==> src/rtl/pid_pwm_multi.sv <==
// pid_pwm_multi: CH independent PID loops sharing one sequential arithmetic FSM,
// driving one heater PWM and one hysteresis fan output per channel.
// Optional derivative path: define PID_DERIV_EN to build the D term and per-channel e_prev.
module pid_pwm_multi #(
   parameter int unsigned CH       = 2,
   parameter int unsigned TW       = 12,
   parameter int unsigned KW       = 7,
   parameter int unsigned PERIOD   = 1000,
   parameter int unsigned SHIFT    = 4,
   parameter int unsigned IMAX     = 4095,
   parameter int unsigned FAN_HYST = 16
) (
   input  logic               clk_i,
   input  logic               rst_ni,
   input  logic               pid_en_i,
   input  logic               pwm_tick_i,
   input  logic               sample_valid_i,
   input  logic [2:0]         sample_ch_i,
   input  logic [TW-1:0]      sample_temp_i,
   input  logic [CH*TW-1:0]   setpoint_i,
   input  logic [KW-1:0]      kp_i,
   input  logic [KW-1:0]      ki_i,
   input  logic [KW-1:0]      kd_i,
   output logic               busy_o,
   output logic               sample_drop_o,
   output logic [CH*16-1:0]   duty_o,
   output logic [CH-1:0]      heater_pwm_o,
   output logic [CH-1:0]      fan_on_o
);

   localparam int unsigned EW   = TW + 1;
   localparam int unsigned SW   = TW + KW + 12;
   localparam int unsigned IW   = $clog2(IMAX + 1) + 1;
   localparam int unsigned CNTW = $clog2(PERIOD);
   localparam int unsigned CHW  = (CH > 1) ? $clog2(CH) : 1;

   localparam logic [3:0]             CH_L     = 4'(CH);
   localparam logic [CNTW-1:0]        CNT_LAST = CNTW'(PERIOD - 1);
   localparam logic signed [SW-1:0]   IMAX_P   = SW'(IMAX);
   localparam logic signed [SW-1:0]   IMAX_N   = -IMAX_P;
   localparam logic signed [SW-1:0]   PERIOD_S = SW'(PERIOD);
   localparam logic signed [EW-1:0]   FAN_NEG  = EW'(-int'(FAN_HYST));

   typedef enum logic [2:0] {
      S_IDLE  = 3'd0,
      S_ERR   = 3'd1,
      S_INTG  = 3'd2,
      S_MUL   = 3'd3,
      S_SUM   = 3'd4,
      S_CLAMP = 3'd5
   } state_t;

   state_t                 state_q, state_d;
   logic                   busy_q, busy_d;
   logic                   drop_q, drop_d;
   logic                   accept_c;
   logic                   ch_ok_c;

   logic [CHW-1:0]         ch_q;
   logic [TW-1:0]          temp_q;
   logic signed [EW-1:0]   e_q, e_c;
   logic signed [SW-1:0]   p_q, i_q, d_q, u_q;
   logic signed [SW-1:0]   p_c, i_c, d_c, sum_c;
   logic signed [SW-1:0]   isum_c, isat_c;
   logic [15:0]            clamp_c;

   logic [TW-1:0]          sp_c     [CH];
   logic signed [IW-1:0]   integ_q  [CH];
   logic [15:0]            shadow_q [CH];
   logic [15:0]            duty_q   [CH];
   logic [15:0]            duty_d   [CH];
   logic [CH-1:0]          fan_q;
   logic [CH-1:0]          heater_q, heater_d;

   logic [CNTW-1:0]        cnt_q, cnt_d;
   logic                   ticked_q, ticked_d;
   logic                   load_c;

`ifdef PID_DERIV_EN
   logic signed [EW-1:0]   eprev_q  [CH];
`else
   logic                   unused_kd;
   assign unused_kd = ^kd_i;
`endif

   // Per-channel setpoint unpacking and duty output packing
   for (genvar g = 0; g < int'(CH); g++) begin : g_ch
      assign sp_c[g]              = setpoint_i[g*TW +: TW];
      assign duty_o[g*16 +: 16]   = duty_q[g];
   end

   assign busy_o        = busy_q;
   assign sample_drop_o = drop_q;
   assign heater_pwm_o  = heater_q;
   assign fan_on_o      = fan_q;

   // FSM state and handshake flag registers
   always_ff @(posedge clk_i) begin
      if (!rst_ni) begin
         state_q <= S_IDLE;
         busy_q  <= 1'b0;
         drop_q  <= 1'b0;
      end else begin
         state_q <= state_d;
         busy_q  <= busy_d;
         drop_q  <= drop_d;
      end
   end

   // Next state, sample acceptance and drop decision
   always_comb begin
      state_d  = state_q;
      busy_d   = busy_q;
      drop_d   = 1'b0;
      accept_c = 1'b0;
      ch_ok_c  = ({1'b0, sample_ch_i} < CH_L);
      case (state_q)
         S_IDLE: begin
            if (sample_valid_i) begin
               if (ch_ok_c) begin
                  accept_c = 1'b1;
                  busy_d   = 1'b1;
                  state_d  = S_ERR;
               end else begin
                  drop_d = 1'b1;
               end
            end
         end
         S_ERR:   state_d = S_INTG;
         S_INTG:  state_d = S_MUL;
         S_MUL:   state_d = S_SUM;
         S_SUM:   state_d = S_CLAMP;
         S_CLAMP: begin
            state_d = S_IDLE;
            busy_d  = 1'b0;
         end
         default: begin
            state_d = S_IDLE;
            busy_d  = 1'b0;
         end
      endcase
      // anything offered outside IDLE (including the CLAMP cycle) is rejected
      if (sample_valid_i && (state_q != S_IDLE)) drop_d = 1'b1;
   end

   // Shared arithmetic for the channel currently in flight
   always_comb begin
      e_c    = $signed({1'b0, sp_c[ch_q]}) - $signed({1'b0, temp_q});
      isum_c = SW'(integ_q[ch_q]) + SW'(e_q);
      if (isum_c > IMAX_P)      isat_c = IMAX_P;
      else if (isum_c < IMAX_N) isat_c = IMAX_N;
      else                      isat_c = isum_c;
      p_c = SW'($signed({1'b0, kp_i})) * SW'(e_q);
      i_c = SW'($signed({1'b0, ki_i})) * SW'(integ_q[ch_q]);
`ifdef PID_DERIV_EN
      d_c = SW'($signed({1'b0, kd_i})) * (SW'(e_q) - SW'(eprev_q[ch_q]));
`else
      d_c = '0;
`endif
      sum_c = (p_q + i_q + d_q) >>> SHIFT;
      if (u_q[SW-1])            clamp_c = 16'd0;
      else if (u_q > PERIOD_S)  clamp_c = 16'(PERIOD);
      else                      clamp_c = 16'(u_q);
   end

   // Pipeline registers: sample latch, error, products, scaled sum
   always_ff @(posedge clk_i) begin
      if (!rst_ni) begin
         ch_q   <= '0;
         temp_q <= '0;
         e_q    <= '0;
         p_q    <= '0;
         i_q    <= '0;
         d_q    <= '0;
         u_q    <= '0;
      end else begin
         if (accept_c) begin
            ch_q   <= CHW'(sample_ch_i);
            temp_q <= sample_temp_i;
         end
         if (state_q == S_ERR) e_q <= e_c;
         if (state_q == S_MUL) begin
            p_q <= p_c;
            i_q <= i_c;
            d_q <= d_c;
         end
         if (state_q == S_SUM) u_q <= sum_c;
      end
   end

   // Per-channel integrator, shadow duty and fan hysteresis
   always_ff @(posedge clk_i) begin
      if (!rst_ni) begin
         for (int unsigned c = 0; c < CH; c++) begin
            integ_q[c]  <= '0;
            shadow_q[c] <= '0;
         end
         fan_q <= '0;
      end else begin
         for (int unsigned c = 0; c < CH; c++) begin
            if (!pid_en_i) begin
               integ_q[c]  <= '0;
               shadow_q[c] <= '0;
            end else if (ch_q == CHW'(c)) begin
               if (state_q == S_INTG)  integ_q[c]  <= IW'(isat_c);
               if (state_q == S_CLAMP) shadow_q[c] <= clamp_c;
            end
            if ((state_q == S_CLAMP) && (ch_q == CHW'(c))) begin
               if (e_q < FAN_NEG)    fan_q[c] <= 1'b1;
               else if (!e_q[EW-1])  fan_q[c] <= 1'b0;
            end
         end
      end
   end

`ifdef PID_DERIV_EN
   // Previous error per channel for the derivative term
   always_ff @(posedge clk_i) begin
      if (!rst_ni) begin
         for (int unsigned c = 0; c < CH; c++) eprev_q[c] <= '0;
      end else begin
         for (int unsigned c = 0; c < CH; c++) begin
            if ((state_q == S_CLAMP) && (ch_q == CHW'(c))) eprev_q[c] <= e_q;
         end
      end
   end
`endif

   // PWM counter, period-boundary duty load and heater compare
   always_comb begin
      cnt_d    = cnt_q;
      load_c   = 1'b0;
      ticked_d = ticked_q | pwm_tick_i;
      if (pwm_tick_i) begin
         if (cnt_q == CNT_LAST) begin
            cnt_d  = '0;
            load_c = 1'b1;
         end else begin
            cnt_d = cnt_q + CNTW'(1);
         end
      end else if ((cnt_q == '0) && !ticked_q) begin
         // before the first tick after reset the period start is open-ended
         load_c = 1'b1;
      end
      for (int unsigned c = 0; c < CH; c++) begin
         duty_d[c]   = duty_q[c];
         if (!pid_en_i)   duty_d[c] = 16'd0;
         else if (load_c) duty_d[c] = shadow_q[c];
         heater_d[c] = pid_en_i & (16'(cnt_d) < duty_d[c]);
      end
   end

   // PWM state registers
   always_ff @(posedge clk_i) begin
      if (!rst_ni) begin
         cnt_q    <= '0;
         ticked_q <= 1'b0;
         heater_q <= '0;
         for (int unsigned c = 0; c < CH; c++) duty_q[c] <= '0;
      end else begin
         cnt_q    <= cnt_d;
         ticked_q <= ticked_d;
         heater_q <= heater_d;
         for (int unsigned c = 0; c < CH; c++) duty_q[c] <= duty_d[c];
      end
   end

endmodule

==> config.mk <==
export PLATFORM = sky130hd
export DESIGN_NAME = pid_pwm_multi
export DESIGN_NICKNAME = d
export VERILOG_FILES = /design/src/rtl/pid_pwm_multi.sv
export SDC_FILE = /design/constraint.sdc
export NUM_CORES = 1
export LEC_CHECK = 0
export BUFFER_PORTS_ARGS = -buffer_cell sky130_fd_sc_hd__buf_2
export CAP_MARGIN = 20
export CORE_MARGIN = 2
export CORE_UTILIZATION = 25
export CTS_CLUSTER_SIZE = 24
export DETAILED_ROUTE_END_ITERATION = 16
export PLACE_DENSITY = 0.45
export RECOVER_POWER = 50
export SYNTH_ARGS = -nofsm -noshare
export SYNTH_HDL_FRONTEND = slang
export SYNTH_SLANG_ARGS = --single-unit
==> constraint.sdc <==
create_clock -name clk_i -period 6.27 [get_ports clk_i]
set_clock_uncertainty 0.2 [all_clocks]
set_input_delay 1.254 -clock clk_i [delete_from_list [all_inputs] [get_ports clk_i]]
set_output_delay 1.254 -clock clk_i [all_outputs]
set_load 0.02 [all_outputs]
==> metrics.txt, run 1 <==
switching power share of the total 0.316; Reg2Reg Setup Slack roughly 0.51 ns; Yosys top cell by area dfxtp_1; cts hold-fix bufs 0; Post-DRT Antenna Nets 0; wire length of the first global-routing pass 71800 um; post-route clock period utilization 0.918; Int Pwr roughly 2.9 mW; Synth Flop Type dfxtp_1; Area Growth Syn to Fin 14.7%; TritonCTS buffer count 27; number of I/O pins approximately 100; via density per instance around 4.4; final setup fails 0; Avg Cell Area, Syn 8.91 um2; die extent in y roughly 270 um; initial antenna violation count 1; vias in the first global route roughly 14000; post-synth top area share 0.171; CTS tree built; relative slew slack -0.522; Worst-Margin Slew around 2.3 ns; crit-path most repeated cell fa_1; net switching power roughly 1.3 mW; H-tree depth 1; Seq cells post-synth 206; placed instance area about 19000 um2; cts repair resizes 0; most numerous cell in the Yosys netlist inv_1; Hold Path Depth 2; Hold WC Path Type reg2reg; Crit Path Category reg2reg; critical path's top delay family adder cells; worst-path cell chain mux2_2 > nand2_1 > fa_1 > inv_1 > fa_1 > fa_1 > inv_1 > fa_1 > inv_1 > ha_1 > a21o_1 > a21o_1 > a22o_1 > a21o_1 > a221o_1 > a31oi_1 > nand4_1 > o211ai_1; Crit. End Element flip-flop; setup TNS 0 ns; total congestion overflow 0; register area share after synthesis 0.272; Combinational Power Share 0.264; CP max FO 8; via count 13310; Netlist cell types slightly below 80; RR Endpoint i_q[18]; WL final around 44000 um; Rows 96; DR iter-0 viols 563; clock buffer depth 3; maximum VDD drop between 150 and 200 uV; startpoint types flip-flop; post-CTS setup buffers 0; static leakage power approximately 9.0 nW; CP max stage cell dfxtp_1; failing checks capacitance limit, slew limit; status finished with violations; routed len/inst 14.6 um; fin. max-slew vios 71; Die X approximately 270 um; Clk pin slew, worst setup/hold paths about 0.070 ns; initial core utilization 0.252; Hold Crit Start i_q[15]; clk_lat worst skew between 0.5 and 0.6 ns; R2R depth 18; fin nets ~2400; drc violations 0; RSZ-0062 raised after global routing no; largest net degree at the start of global routing 46; Worst Hold End i_q[15]; Synth Instances around 1900; drt pass-1 iters 4; final critical-path required period about 5.8 ns; CP Data Arrival Time ~6.0 ns; final hold vios 0; synthesized cell area between 15000 and 20000 um2; core area 68600 um2; gpl congestion 0.830; PortBufs between 90 and 100; ranking of synthesized cells by area dfxtp_1, fa_1, ha_1, edfxtp_1, inv_1; Worst Path Required 6.55 ns; max-cap violations 2; Die ar. between 70000 and 80000 um2; Yosys warning count 0; dpl hpwl 34900 um; root buffer cell clkbuf_16; f_max approximately 0.17 GHz; hold_ws 0.258 ns; Clock Sinks ~210; clock group share of total power 0.389; Final Core Density 0.289; crit path buf inv count 3; slowest stage delay, CP ~0.66 ns; PD cells about 210 nW/um2; part of the power in registers 0.347; Commonest cells post-synth inv_1, nand2_1, nor2_1; layout cells sized above 1 0.0909; GRT Resource Usage Total 0.124; ys async rst share 0; Post-synth EDFFs between 50 and 60; final instance area just under 20000 um2
-- per-layer routing --
| metal | vias to the layer above | track usage | part of all wire |
|---|---|---|---|
| met3 | 53 | 0.0153 | 0.035 |
| met4 | 2 | 0.0266 | 0.021 |
| met2 | 211 | 0.216 | 0.47 |
| li1 | 6641 | - | - |
| met5 | - | 0 | 0.00036 |
| met1 | 6403 | 0.165 | 0.48 |
-- worst max-delay path by stage --
stage	endpoint	slack, ns	cells after the start
after floorplan	i_q[29]	0.39	18
final	i_q[18]	0.51	18
after detailed placement	p_q[17]	0.14	18
after global routing	i_q[19]	0.13	19
after CTS	i_q[19]	0.48	19
after global placement	i_q[19]	0.15	20
-- through the flow --
stage	power (mW)	setup WS, ns	cells
after global routing	4.46	0.132	2999
after global placement	2.60	0.154	2949
after floorplan	2.31	0.388	1953
final	4.19	0.515	3000
after detailed placement	2.60	0.139	2949
after CTS	4.25	0.481	2999
-- power by group through the flow --
stage / Combinational, mW / Clock, mW / Sequential, mW
6_report: 1.11 / 1.63 / 1.45
5_1_grt: 1.28 / 1.72 / 1.46
3_5_place_dp: 1.12 / 0 / 1.48
4_1_cts: 1.13 / 1.67 / 1.45
2_1_floorplan: 0.847 / 0 / 1.46
3_3_place_gp: 1.12 / 0 / 1.48
-- registers in the layout, indices dropped and copies added, names as in the netlist, 12 cells and up, named ones only --
signal	flops
duty_q	32
p_q	21
shadow_q	32
i_q	21
integ_q	26
e_q	13
u_q	27
temp_q	12
-- cell type report --
| cell class | instances | area, um2 |
|---|---|---|
| fillers | 7281 | 48700 |
| clock inverters | 11 | 153 |
| well taps | 931 | 1160 |
| diodes | 1 | 2.50 |
| repair buffers | 130 | 664 |
| multi-input cells | 1423 | 11400 |
| flip-flops and latches | 206 | 4700 |
| clock buffers | 39 | 790 |
| inverters | 259 | 973 |
-- tightest hold or removal path, cell delays in order (launching register included) --
cell,delay [ns]
dfxtp_1,0.31
nand2_1,0.05
a21oi_1,0.05
-- cells by family (layout without fill, tap and decap cells) --
logic type | Yosys count | in the layout | synth area share
and+or+nand+nor | 686 | 686 | 0.195
DFF | 206 | 206 | 0.272
buffers and inverters | 324 | 439 | 0.0724
adders and majority gates | 298 | 298 | 0.278
other | 1 | 13 | 0.000217
muxes | 68 | 68 | 0.0418
AOI/OAI and AO/OA | 303 | 303 | 0.112
xor gates and xnor gates | 56 | 56 | 0.0288
-- placed cells by master, fill, tap and decap left out, types with 29 or more instances in the layout --
cell type  netlist  final
edfxtp_1        58     58
a21o_1          32     32
a21oi_1        101    101
nor2b_1         52     52
mux2i_1         34     34
buf_4            3     29
and2_1         111     99
nand2_1        198    199
dfxtp_1        148    148
o21ai_0         55     55
buf_2            2     54
inv_1          258    258
fa_1           144    144
clkbuf_1        54     52
mux2_2          33     33
nand3_1         46     46
nor2_1         153    152
ha_1           152    152
xnor2_1         39     39
Note: power is estimated with default switching activity, not from simulation.
==> run 2, diff against run 1 <==
--- a/config.mk
+++ b/config.mk
@@ -8,10 +8,10 @@
 export BUFFER_PORTS_ARGS = -buffer_cell sky130_fd_sc_hd__buf_2
 export CAP_MARGIN = 20
 export CORE_MARGIN = 2
-export CORE_UTILIZATION = 25
+export CORE_UTILIZATION = 55
 export CTS_CLUSTER_SIZE = 24
 export DETAILED_ROUTE_END_ITERATION = 16
-export PLACE_DENSITY = 0.45
+export PLACE_DENSITY = 0.78
 export RECOVER_POWER = 50
 export SYNTH_ARGS = -nofsm -noshare
 export SYNTH_HDL_FRONTEND = slang
==> metrics.txt, run 2 (same netlist as run 1, synthesis figures left out) <==
RSZ-0062 raised after global routing no; gpl congestion 0.870 (+4.8%); slowest stage delay, CP 0.71 ns (+0.05 ns); Area Growth Syn to Fin 9.84%; CP max FO 10 (+2); hold_ws 0.257 ns (-0.000274 ns); GRT Resource Usage Total 0.248 (+0.123); routed len/inst 16.2 um (+11%); worst-path cell chain buf_4 > mux2i_1 > inv_1 > nand2_1 > fa_1 > inv_1 > fa_1 > fa_1 > inv_1 > fa_1 > inv_1 > ha_1 > a21o_1 > a21o_1 > a22o_1 > a21o_1 > a221o_1 > a31oi_1 > nand4_1 > o211ai_1; f_max 0.171 GHz (-1.4%); layout cells sized above 1 0.0850 (-0.00591); CP max stage cell dfxtp_1; root buffer cell clkbuf_16; via density per instance 5.61 (+26%); most frequent cells in the layout inv_1, nand2_1, nor2_1, ha_1, dfxtp_1; via count 13698 (+2.9%); Die ar. 32900 um2 (-54%); PortBufs 95 (unchanged); Die X 181 um (-32%); total congestion overflow 0 (unchanged); CP Data Arrival Time 6.08 ns (+0.04 ns); Worst-Margin Slew 2.01 ns (-0.269 ns); maximum VDD drop 119 uV (-28%); vias in the first global route 14090 (+3.7%); cts repair resizes 0 (unchanged); Rows 64 (-33%); final setup fails 0 (unchanged); relative slew slack -0.342 (+0.179); post-CTS setup buffers 0 (unchanged); initial core utilization 0.563 (+0.310); drc violations 0 (unchanged); dpl hpwl 30400 um (-13%); failing checks capacitance limit, slew limit; static leakage power 8.90 nW (-1.2%); CTS tree built; most common cell after layout, fill and taps aside inv_1; TritonCTS buffer count 23 (-15%); core area 30700 um2 (-55%); Worst Path Required 6.52 ns (-0.03 ns); Largest regs duty_q (32), shadow_q (32), u_q (27); Crit Path Category reg2reg; WL final 39600 um (-9.9%); post-route clock period utilization 0.931 (+0.0128); Power Total 4.09 mW (-2.4%); Hold WC Path Type reg2reg; initial antenna violation count 1 (unchanged); die extent in y 181 um (-32%); final critical-path required period 5.84 ns (+0.0802 ns); fill cell count 2561 (-65%); cts hold-fix bufs 0 (unchanged); Post-DRT Antenna Nets 0 (unchanged); clk_lat worst skew 0.52 ns (-0.05 ns); Clock Sinks 206 (unchanged); status finished with violations; wire length of the first global-routing pass 67200 um (-6.4%); Clk pin slew, worst setup/hold paths 0.07 ns (about the same); setup TNS 0 ns (unchanged); fin nets 2391 (-0.71%); final worst slack 0.435 ns (-0.0802 ns); drt pass-1 iters 5 (+1); Crit. End Element flip-flop; Setup WS pre-CTS 0.0396 ns (-0.0992 ns); number of I/O pins 103 (unchanged); ANT cells 0 (-1); DR iter-0 viols 821 (+46%); H-tree depth 1 (unchanged); PD cells 215 nW/um2 (+1.9%); fin. max-slew vios 99 (+39%); max-cap violations 2 (unchanged); startpoint types flip-flop; largest net degree at the start of global routing 53 (+15%); clock buffer depth 3 (unchanged); final hold vios 0 (unchanged)
run 2: worst paths after layout:
check / from / endpoint / slack (ns) / depth (start not counted)
max: flip-flop / i_q[18] / 0.43 / 20
min: p_q[11] / p_q[11] / 0.26 / 2
max reg2reg: flip-flop / i_q[18] / 0.43 / 20
min reg2reg: p_q[11] / p_q[11] / 0.26 / 2
run 2: final cells by class:
cell class	instances	area (um2)	area share
Inverter	259	972	0.0512
Tap cell	396	495	0.0261
Multi-Input combinational cell	1423	11400	0.599
Clock inverter	16	258	0.0136
Sequential cell	206	4700	0.248
Timing Repair Buffer	117	578	0.0304
Clock buffer	26	607	0.0319
run 2: worst max-delay path, delay by kind of cell, from the launching register on:
family / cells / cell delay (ns)
buf+inv: 5 / 0.54
compound gates: 7 / 1.57
flops: 1 / 0.71
fa+ha+maj: 5 / 2.41
simple gates: 2 / 0.24
mux: 1 / 0.09
run 2: where the power goes:
group / switching (mW) / internal [mW]
Combinational: 0.662 / 0.447
Clock: 0.573 / 0.952
Sequential: 0.0435 / 1.41
run 2: stage by stage:
stage | std cells | cell area [um2] | util
floorplan | 1953 | 17300 | -
detailed placement | 2401 | 18200 | 0.592
global route | 2443 | 19000 | 0.618
global placement | 2401 | 18200 | 0.592
CTS | 2443 | 19100 | 0.620
finish | 2443 | 19000 | 0.618
run 2: layer usage:
metal,share of wire,global-route usage,routed length (um)
met1,0.42,0.299,16600
met2,0.50,0.448,19600
met3,0.048,0.0320,1910
met4,0.035,0.0959,1400
met5,0,0,0
==> run 3, diff against run 2 <==
--- a/config.mk
+++ b/config.mk
@@ -8,10 +8,10 @@
 export BUFFER_PORTS_ARGS = -buffer_cell sky130_fd_sc_hd__buf_2
 export CAP_MARGIN = 20
 export CORE_MARGIN = 2
-export CORE_UTILIZATION = 55
+export CORE_UTILIZATION = 63
 export CTS_CLUSTER_SIZE = 24
 export DETAILED_ROUTE_END_ITERATION = 16
-export PLACE_DENSITY = 0.78
+export PLACE_DENSITY = 0.82
 export RECOVER_POWER = 50
 export SYNTH_ARGS = -nofsm -noshare
 export SYNTH_HDL_FRONTEND = slang
==> constraint.sdc (replaced) <==
create_clock -name clk_i -period 6.27 [get_ports clk_i]
set_clock_uncertainty 0.2 [all_clocks]
set_input_delay 0.3135 -clock clk_i [delete_from_list [all_inputs] [get_ports clk_i]]
set_output_delay 0.3135 -clock clk_i [all_outputs]
set_load 0.02 [all_outputs]
==> metrics.txt, run 3 (same netlist as run 1, synthesis figures left out) <==
die extent in y 170 um (-6.4%); Die X 170 um (-6.4%); Worst Path Required 6.52 ns (about the same); fin nets 2403 (+0.50%); Crit. End Element flip-flop; CP Data Arrival Time 5.99 ns (-0.09 ns); worst-path cell chain mux2_2 > nand2_1 > fa_1 > inv_1 > fa_1 > fa_1 > inv_1 > fa_1 > inv_1 > ha_1 > a21o_1 > a21o_1 > a22o_1 > a21o_1 > a221o_1 > a31oi_1 > nand4_1 > o211ai_1; most frequent cells in the layout inv_1, nand2_1, nor2_1, ha_1, dfxtp_1; layout cells sized above 1 0.0801 (-0.00491); TritonCTS buffer count 24 (+4.3%); crit path buf inv count 3 (-2); Setup WS pre-CTS 0.579 ns (+0.540 ns); Hold WC Path Type in2reg; startpoint types flip-flop; via count 13789 (+0.66%); CP max stage cell dfxtp_1; CTS tree built; vias in the first global route 14135 (+0.32%); number of I/O pins 103 (unchanged); CP max FO 10 (unchanged); total congestion overflow 0 (unchanged); Clk pin slew, worst setup/hold paths 0.06 ns (about the same); status finished with violations; initial core utilization 0.642 (+0.0793); Hold Path Depth 3 (+1); clk_lat worst skew 0.52 ns (about the same); Post-DRT Antenna Nets 0 (unchanged); GRT Resource Usage Total 0.283 (+0.0356); final setup fails 0 (unchanged); H-tree depth 1 (unchanged); via density per instance 5.74 (+2.4%); Rows 60 (-6.3%); final critical-path required period 5.74 ns (-0.0995 ns); maximum VDD drop 223 uV (+88%); wire length of the first global-routing pass 66900 um (-0.38%); RSZ-0062 raised after global routing no; hold_ws 0.0349 ns (-0.223 ns); gpl congestion 0.905 (+4.0%); largest net degree at the start of global routing 71 (+34%); slowest stage delay, CP 0.67 ns (-0.04 ns); cts repair resizes 0 (unchanged); drc violations 0 (unchanged); ANT cells 0 (unchanged); PD cells 212 nW/um2 (-1.4%); R2R depth 18 (-10%); Crit Path Category reg2reg; Die ar. 28800 um2 (-12%); Area Growth Syn to Fin 10.1%; f_max 0.174 GHz (+1.7%); max-cap violations 3 (+1); fill cell count 2049 (-20%); most common cell after layout, fill and taps aside inv_1; final worst slack 0.534 ns (+0.0995 ns); final hold vios 0 (unchanged); WL final 39200 um (-0.87%); fin. max-slew vios 152 (+54%); DR iter-0 viols 1043 (+27%); core area 27000 um2 (-12%); drt pass-1 iters 5 (unchanged); failing checks capacitance limit, slew limit; post-route clock period utilization 0.915 (-0.0159); Power Total 4.04 mW (-1.2%); initial antenna violation count 1 (unchanged); relative slew slack -1.17 (-0.827); PortBufs 95 (unchanged); Largest regs duty_q (32), shadow_q (32), u_q (27); setup TNS 0 ns (unchanged); clock buffer depth 3 (unchanged); dpl hpwl 29100 um (-4.5%); Worst-Margin Slew 3.25 ns (+1.24 ns); routed len/inst 16.3 um (+0.86%); Clock Sinks 206 (unchanged); critical path's top delay family adder cells; static leakage power 8.95 nW (+0.49%); root buffer cell clkbuf_16; critical path depth in cells 18 (-10%); crit-path most repeated cell fa_1
==> run 3: cell types whose count changed in the layout (fill, tap and decap cells not counted), moves of 3 or more <==
cell	before	now
dlygate4sd3_1	0	15
buf_4	19	15
and2_0	9	13
and2_1	102	98
clkinvlp_4	4	1
clkinv_1	0	3
==> run 3: layout make-up <==
| cell class | count | area (um2) | area share |
|---|---|---|---|
| multi-input combinational | 1423 | 11400 | 0.598 |
| sequential | 206 | 4700 | 0.247 |
| inverter | 259 | 972 | 0.0511 |
| timing repair buffer | 128 | 701 | 0.0368 |
| clock buffer | 33 | 686 | 0.0360 |
| tap | 341 | 427 | 0.0224 |
| clock inverter | 11 | 165 | 0.00867 |
==> run 3: power breakdown <==
part / total (mW) / switching (mW) / internal, mW / leakage (nW)
clock network: 1.49 / 0.557 / 0.929 / 0.412
logic: 1.10 / 0.649 / 0.449 / 6.70
registers: 1.45 / 0.0428 / 1.41 / 1.83
total: 4.04 / 1.25 / 2.79 / 8.95
==> run 3: what timing repair did <==
action	CTS	global route
hold buffers	15	0
buffers inserted	0	0
endpoints found under the hold margin	15	0
==> run 3: metal layers <==
layer  vias up  global-route usage  share of wire
met5         -                   0              0
met4         0              0.0844          0.028
met3        98              0.0378          0.062
met2       463               0.503           0.49
met1      6580               0.361           0.42
li1       6648                   -              -
==> run 3: stage by stage <==
stage	cells	cell area (um2)	utilization
after floorplan	1953	17300	-
after global placement	2342	18100	0.672
after detailed placement	2342	18100	0.672
after CTS	2401	19100	0.709
after global routing	2401	19000	0.706
final	2401	19000	0.706
==> run 3: worst paths after layout <==
| kind | slack, ns | from | to |
|---|---|---|---|
| hold / removal | 0.03 | pwm_tick_i | ticked_q |
| hold reg to reg | 0.26 | p_q[11] | p_q[11] |
| setup / recovery | 0.53 | flip-flop | i_q[18] |
| setup reg to reg | 0.53 | flip-flop | i_q[18] |
==> run 3: worst register-to-register path, delay by kind of cell, from the launching register on <==
kind	cells	cell delay (ns)
adder cells (fa/ha/maj)	5	2.30
AO/OA/AOI/OAI	7	1.57
flip-flops	1	0.67
multiplexers	1	0.51
AND/OR/NAND/NOR	2	0.25
buffers and inverters	3	0.18
